### src/rtl/dmem_arbiter.sv
// Data-memory arbiter between the core load/store port and a loader/DMA port.
// Grants are decided combinationally from the live requests and registered
// state (last winner, DMA burst count). Read data is routed back one cycle
// after the grant through a registered owner flag.
module dmem_arbiter #(
    parameter int MAX_BURST = 4
) (
    input  logic        clk_i,
    input  logic        reset_i,
    input  logic        core_req_i,
    input  logic        core_we_i,
    input  logic [31:0] core_addr_i,
    input  logic [31:0] core_wdata_i,
    input  logic [2:0]  core_mode_i,
    input  logic        dma_req_i,
    input  logic        dma_we_i,
    input  logic [31:0] dma_addr_i,
    input  logic [31:0] dma_wdata_i,
    input  logic [2:0]  dma_mode_i,
    input  logic        dma_lock_i,
    output logic        core_gnt_o,
    output logic        dma_gnt_o,
    output logic        core_rvalid_o,
    output logic        dma_rvalid_o,
    output logic [31:0] rdata_o,
    output logic        stall_o,
    output logic        mem_en_o,
    output logic        mem_we_o,
    output logic [31:0] mem_addr_o,
    output logic [31:0] mem_wdata_o,
    output logic [2:0]  mem_mode_o,
    input  logic [31:0] mem_rdata_i
);

    localparam logic [3:0] BURST_LIMIT = 4'(MAX_BURST);

    typedef enum logic {
        WIN_CORE = 1'b0,
        WIN_DMA  = 1'b1
    } winner_e;

    winner_e     last_winner_q, last_winner_d;
    logic [3:0]  burst_cnt_q, burst_cnt_d;
    logic        rd_pend_q, rd_pend_d;
    logic        rd_owner_q, rd_owner_d;
    logic        core_gnt_s, dma_gnt_s;
    logic        rvalid_s;

    // Saturating increment of the DMA burst counter at the configured limit.
    function automatic logic [3:0] burst_inc(input logic [3:0] cnt);
        logic [3:0] res;
        if (cnt >= BURST_LIMIT) begin
            res = BURST_LIMIT;
        end else begin
            res = cnt + 4'd1;
        end
        return res;
    endfunction

    // Grant decision: single requester wins at once; ties go to the locked DMA
    // burst until its budget is spent, otherwise round-robin on last winner.
    always_comb begin
        core_gnt_s = 1'b0;
        dma_gnt_s  = 1'b0;
        if (reset_i) begin
            core_gnt_s = 1'b0;
            dma_gnt_s  = 1'b0;
        end else if (core_req_i && dma_req_i) begin
            if (dma_lock_i) begin
                if (burst_cnt_q < BURST_LIMIT) begin
                    dma_gnt_s = 1'b1;
                end else begin
                    core_gnt_s = 1'b1;
                end
            end else if (last_winner_q == WIN_DMA) begin
                core_gnt_s = 1'b1;
            end else begin
                dma_gnt_s = 1'b1;
            end
        end else if (core_req_i) begin
            core_gnt_s = 1'b1;
        end else if (dma_req_i) begin
            dma_gnt_s = 1'b1;
        end else begin
            core_gnt_s = 1'b0;
            dma_gnt_s  = 1'b0;
        end
    end

    // Memory-side mux: forward the winner's payload, all zero when idle.
    always_comb begin
        mem_we_o    = 1'b0;
        mem_addr_o  = 32'd0;
        mem_wdata_o = 32'd0;
        mem_mode_o  = 3'd0;
        if (core_gnt_s) begin
            mem_we_o    = core_we_i;
            mem_addr_o  = core_addr_i;
            mem_wdata_o = core_wdata_i;
            mem_mode_o  = core_mode_i;
        end else if (dma_gnt_s) begin
            mem_we_o    = dma_we_i;
            mem_addr_o  = dma_addr_i;
            mem_wdata_o = dma_wdata_i;
            mem_mode_o  = dma_mode_i;
        end else begin
            mem_we_o    = 1'b0;
            mem_addr_o  = 32'd0;
            mem_wdata_o = 32'd0;
            mem_mode_o  = 3'd0;
        end
    end

    // Next-state: last winner, burst budget and the read-return owner flag.
    always_comb begin
        last_winner_d = last_winner_q;
        burst_cnt_d   = burst_cnt_q;
        rd_pend_d     = 1'b0;
        rd_owner_d    = 1'b0;

        if (core_gnt_s) begin
            last_winner_d = WIN_CORE;
        end else if (dma_gnt_s) begin
            last_winner_d = WIN_DMA;
        end else begin
            last_winner_d = last_winner_q;
        end

        // A DMA grant counts against the burst only while the core is waiting.
        if (dma_gnt_s && core_req_i && dma_lock_i) begin
            burst_cnt_d = burst_inc(burst_cnt_q);
        end else if (core_gnt_s || !dma_lock_i || !core_req_i) begin
            burst_cnt_d = 4'd0;
        end else begin
            burst_cnt_d = burst_cnt_q;
        end

        if ((core_gnt_s || dma_gnt_s) && !mem_we_o) begin
            rd_pend_d  = 1'b1;
            rd_owner_d = dma_gnt_s;
        end else begin
            rd_pend_d  = 1'b0;
            rd_owner_d = 1'b0;
        end
    end

    // State registers with synchronous reset; core wins the first tie.
    always_ff @(posedge clk_i) begin
        if (reset_i) begin
            last_winner_q <= WIN_DMA;
            burst_cnt_q   <= 4'd0;
            rd_pend_q     <= 1'b0;
            rd_owner_q    <= 1'b0;
        end else begin
            last_winner_q <= last_winner_d;
            burst_cnt_q   <= burst_cnt_d;
            rd_pend_q     <= rd_pend_d;
            rd_owner_q    <= rd_owner_d;
        end
    end

    // A read return landing in a reset cycle is dropped.
    assign rvalid_s      = rd_pend_q && !reset_i;
    assign core_rvalid_o = rvalid_s && !rd_owner_q;
    assign dma_rvalid_o  = rvalid_s && rd_owner_q;
    assign rdata_o       = rvalid_s ? mem_rdata_i : 32'd0;

    assign core_gnt_o = core_gnt_s;
    assign dma_gnt_o  = dma_gnt_s;
    assign mem_en_o   = core_gnt_s || dma_gnt_s;
    assign stall_o    = core_req_i && !core_gnt_s && !reset_i;

endmodule

### config.mk
export PLATFORM = sky130hd
export DESIGN_NAME = dmem_arbiter
export DESIGN_NICKNAME = d
export VERILOG_FILES = /design/src/rtl/dmem_arbiter.sv
export SDC_FILE = /design/constraint.sdc
export NUM_CORES = 1
export LEC_CHECK = 0
export BUFFER_PORTS_ARGS = -buffer_cell sky130_fd_sc_hd__buf_2
export CELL_PAD_IN_SITES_DETAIL_PLACEMENT = 1
export CELL_PAD_IN_SITES_GLOBAL_PLACEMENT = 2
export CORE_MARGIN = 2
export CORE_UTILIZATION = 12
export CTS_CLUSTER_SIZE = 12
export DETAILED_ROUTE_END_ITERATION = 10
export HOLD_SLACK_MARGIN = 0.02
export PLACE_DENSITY = 0.82
export SLEW_MARGIN = 20
export SYNTH_ARGS = -nofsm -noshare
export SYNTH_HDL_FRONTEND = slang
export SYNTH_SLANG_ARGS = --single-unit
### constraint.sdc
create_clock -name clk_i -period 1.55 [get_ports clk_i]
set_clock_uncertainty 0.2 [all_clocks]
set_input_delay 0.155 -clock clk_i [delete_from_list [all_inputs] [get_ports clk_i]]
set_output_delay 0.155 -clock clk_i [all_outputs]
set_load 0.005 [all_outputs]
### After elaboration in Yosys (flattened, before gate mapping)

Index checks and enable logic that the tools add are counted.

| word-level totals | value |
|---|---|
| flip-flop bits (word level) | 7 |
| bits of input ports | 173 |
| output and inout bits | 106 |
| word-level logic and storage cells | 57 |

| operators by class | value |
|---|---|
| add/subtract/negate cells | 1 |
| magnitude comparators | 2 |
| mux-type cells | 28 |
| bitwise gates (word level) | 1 |
| reductions and logical operators | 21 |

Operators with widths:

| kind | number |
|---|---|
| $mux W32 | 5 |
| $mux W1 | 18 |
| $mux W4 | 3 |
| $logic_and A1 B1 Y1 | 9 |
| $logic_not A1 Y1 | 6 |
| $mux W3 | 2 |
| $add A4 B1 Y4 const B | 1 |
| $ge A4 B3 Y1 const B | 1 |
| $lt A4 B3 Y1 const B | 1 |
| $reduce_bool A2 Y1 | 2 |
| $logic_or A1 B1 Y1 | 3 |
| $reduce_or A2 Y1 | 1 |
| $not A1 Y1 | 1 |

### Depth between registers and ports, before layout

| depth | value |
|---|---|
| depth in word-level cells | 11 |
| depth in mapped cells | 5 |
| mapped depth without buffers | 3 |

### Worst setup path before layout

Ideal clock, no wire load.

| timing path | value |
|---|---|
| path type | register -> output |
| start point | register burst_cnt_q[2] |
| end point | output mem_addr_o[0] |
| arrival | 1.136 ns |
| data required time | 1.195 ns |
| setup slack | 0.059 ns |
| stages on the path, launching flop included | 5 |
| path buffers | 1 |
| path through | dfxtp_1 -> nor3b_2 -> a2bb2oi_2 -> buf_2 -> o32ai_1 |

| on the way | value |
|---|---|
| cells in the longest elaborated chain, start to end | 7 |
| elaborated cells on any way between the ends | 11 |
| classes of those cells | 1 x order compare; 10 x mux |

Ends and longest elaborated chain:

| what | RTL line | text |
|---|---|---|
| from (decl) | 43 | `logic [3:0] burst_cnt_q, burst_cnt_d;` |
| from (signal assigned) | 156 | `burst_cnt_q <= burst_cnt_d;` |
| $lt A4 B3 Y1 * | 70 | `if (burst_cnt_q < BURST_LIMIT) begin` |
| $mux W1 | 70 |  |
| $mux W1 | 69 | `if (dma_lock_i) begin` |
| $mux W1 | 68 | `end else if (core_req_i && dma_req_i) begin` |
| $mux W1 | 65 | `if (reset_i) begin` |
| $mux W32 | 101 | `end else if (dma_gnt_s) begin` |
| $mux W32 * | 96 | `if (core_gnt_s) begin` |
| to (decl) | 29 | `output logic [31:0] mem_addr_o,` |

Mark *: on every way between the ends. The rest lies on a longest branch, timed or not.

### Worst setup path after layout

| timing path | value |
|---|---|
| start point | register burst_cnt_q[2] |
| end point | output mem_wdata_o[23] |

| on the way | value |
|---|---|
| cells in the longest elaborated chain, start to end | 7 |
| elaborated cells on any way between the ends | 11 |
| classes of those cells | 1 x order compare; 10 x mux |

Ends and longest elaborated chain:

| what | RTL line | text |
|---|---|---|
| $lt A4 B3 Y1 * | 70 |  |
| $mux W1 | 70 |  |
| $mux W1 | 69 |  |
| $mux W1 | 68 |  |
| $mux W1 | 65 |  |
| $mux W32 | 101 |  |
| $mux W32 * | 96 |  |
| to (decl) | 30 | `output logic [31:0] mem_wdata_o,` |

Marked as above.

==> results_dict.tcl <==
set metrics [dict create \
    synthCells 304 \
    area_delta_synth_final_pct 96.9 \
    fin_crit_ns 1.95 \
    violations "setup timing" \
    p_comb_share_pct 59.9 \
    ys_seq_area_share_pct 7.22 \
    final-hold-violation-count 0 \
    yosys.area.top_type "o32ai_1" \
    syn-num-nets 478 \
    seqPwrFrac_pct 12.3 \
    fin_cells 788 \
    netlist_area_um2 1940 \
    crit_arrival_ns 1.60 \
    intPower_w 0.00103 \
    synth.area.top_cells "o32ai_1 (31%), nand2b_1 (22%), inv_1 (13%), and2_1 (11%), dfxtp_1 (7.2%)" \
    synthFlopType "dfxtp_1" \
    async_reset_ff_share_pct 0 \
    syn_avg_cell_area_um2 6.39 \
    drc 0 \
    yosysWarnings 0 \
    drv_cap 0 \
    fin_ws_ns -0.404 \
    power.leakage_nw 2.20 \
    numCtsBuffers 3 \
    initial_utilization_pct 12.3 \
    start_kind "flop" \
    synth_top_area_share_pct 31.1 \
    ant_nets 0 \
    switching_share_pct 34.4 \
    dp.cells 782 \
    pwr-share-clk_pct 27.8 \
    cp_max_fo 37 \
    setup_viol_count_final 72 \
    viasPerCell 3.99 \
    routed_wl_um 10300 \
    diodes 0 \
    vdd_ir_drop_max_v 0.000303 \
    maxSlewViolCount 0 \
    worst_skew_pair.late_latency_ns 0.23 \
    finalSetupTns_ns -25.97 \
    grt_antenna_before_repair 0 \
    p_switching_w 0.000541 \
    rrSetupSlack_ns -0.08 \
    overflow 0 \
    synth_edf_count 0 \
    grt_usage_pct 11.4 \
    dpl.hpwl_um 8400 \
    cts-root-buf "clkbuf_16" \
    drive_above_1_share_pct 54.5 \
    clock_path_buffers 2 \
    io_buffers 278 \
    nNetsFinal 747 \
    fmax_ghz 0.512 \
    nFillCells 2025 \
    path_class "reg -> out" \
    clkTransAtPathRegs_ns 0.04 \
    synth_commonest_cells "inv_1 (69), o32ai_1 (69), nand2b_1 (68)" \
    cts.sink_count 7 \
    dieArea_um2 17200 \
    cts_setup_buffers 0 \
    drt_iter0_drc 86 \
    die_height_um 131 \
    power_density_nw_per_um2 411 \
    htreeDepth 1 \
    whs_ns 0.105 \
    cts_tree "done" \
    hold_class "in -> reg" \
    rsz0062_at_grt "true" \
    grt_max_degree 61 \
    power.total_w 0.00157 \
    synth_seq_cells 7 \
    fp-row-count 46 \
    wl_per_cell_um 13.1 \
    synth.distinct_cells 21 \
    worstSetupEndpointType "output pin" \
    core-area_um2 15800 \
    grt_pass1_vias 3277 \
    status "finished, violations left" \
    num_vias 3148 \
    gp_congestion 0.751 \
    crit_required_ns 1.19 \
    die_x_um 131 \
    finalCritPeriodShare_pct 126 \
    grt_pass1_wl_um 16500 \
    drt-pass1-iter-count 4 \
    ios 279 \
    post-place-ws_ns -0.224 \
]
-- stage by stage --
step | cell area (um2) | utilization, %
after detailed placement | 3690 | 23.3
after global placement | 3690 | 23.3
after CTS | 3810 | 24.1
final | 3820 | 24.2
after global routing | 3820 | 24.2
after floorplan | 1940 | -
-- worst max-delay path, cell delays in order (launching register included) --
cell and delay [ns]:
dfxtp_2 0.31, nor3b_2 0.20, buf_4 0.15, a2bb2oi_4 0.20, buf_12 0.23, o32ai_1 0.11
buf_2 0.14
-- flip-flops by register name, indices dropped and copies added (netlist names) --
name and cells:
burst_cnt_q 4, last_winner_q 1, rd_owner_q 1, rd_pend_q 1
-- cells in the final DEF (no fill, tap or decap), drive strengths merged --
cell | synthesis | final
buf | 11 | 295
inv | 69 | 69
o32ai | 69 | 69
nand2b | 68 | 68
and2 | 35 | 35
nor2 | 9 | 9
dfxtp | 7 | 7
clkbuf | 22 | 4
dlygate4sd3 | 0 | 2
o21ai | 2 | 2
a2bb2oi | 2 | 2
nor2b | 2 | 2
nor3b | 1 | 1
a211oi | 1 | 1
nand3b | 1 | 1
or2 | 1 | 1
or3b | 1 | 1
nor3 | 1 | 1
ha | 1 | 1
conb | 1 | 1
-- power groups by stage --
stage	Combinational [W]	Sequential, W	Clock [W]
2_1_floorplan	0.000412	0.000195	0
3_3_place_gp	0.000926	0.000195	0
3_5_place_dp	0.000934	0.000196	0
4_1_cts	0.000950	0.000193	0.000451
5_1_grt	0.00105	0.000194	0.000460
6_report	0.000941	0.000194	0.000437
-- metal layers --
metal	vias to the layer above	wire (um)	GRT usage, %	share of wire [%]
met1	1395	4090	13.4	40
met3	10	905	2.97	8.8
met5	-	0	0	0
li1	1565	-	-	-
met2	178	5200	20.9	50
met4	0	136	2.05	1.3
-- cell type report --
type	count	area [um2]	share of cell area [%]
well taps	216	270	7.07
repair buffers	297	1620	42.3
clock buffers	4	78.8	2.06
inverters	69	259	6.77
multi-input cells	195	1460	38.1
flip-flops and latches	7	141	3.70
-- final timing paths --
check        depth (start not counted)                          end                         from
max                                  6              mem_wdata_o[23]  burst_cnt_q[2]$_SDFFE_PP0P_
max reg2reg                          6         rd_pend_q$_SDFF_PP0_  burst_cnt_q[2]$_SDFFE_PP0P_
min                                  3  burst_cnt_q[0]$_SDFFE_PP0P_                    dma_req_i
min reg2reg                          1  burst_cnt_q[0]$_SDFFE_PP0P_  burst_cnt_q[0]$_SDFFE_PP0P_
-- cells by family (layout without fill, tap and decap cells) --
kind of cell               count (synthesis)  after routing  synth area share [%]
AOI/OAI and AO/OA                         74             74                  33.8
adders and majority gates                  1              1                 0.644
buffers and inverters                    102            370                  20.6
DFF                                        7              7                  7.22
other                                      1              1                 0.193
and+or+nand+nor                          119            119                  37.6
-- timing repair --
item	4_1_cts	5_1_grt
hold endpoints to repair	2	0
gates resized for setup	6	3
endpoints found under the setup margin	81	79
pin swaps	2	0
hold buffers	2	0
Power figures use the tool's default switching activity.
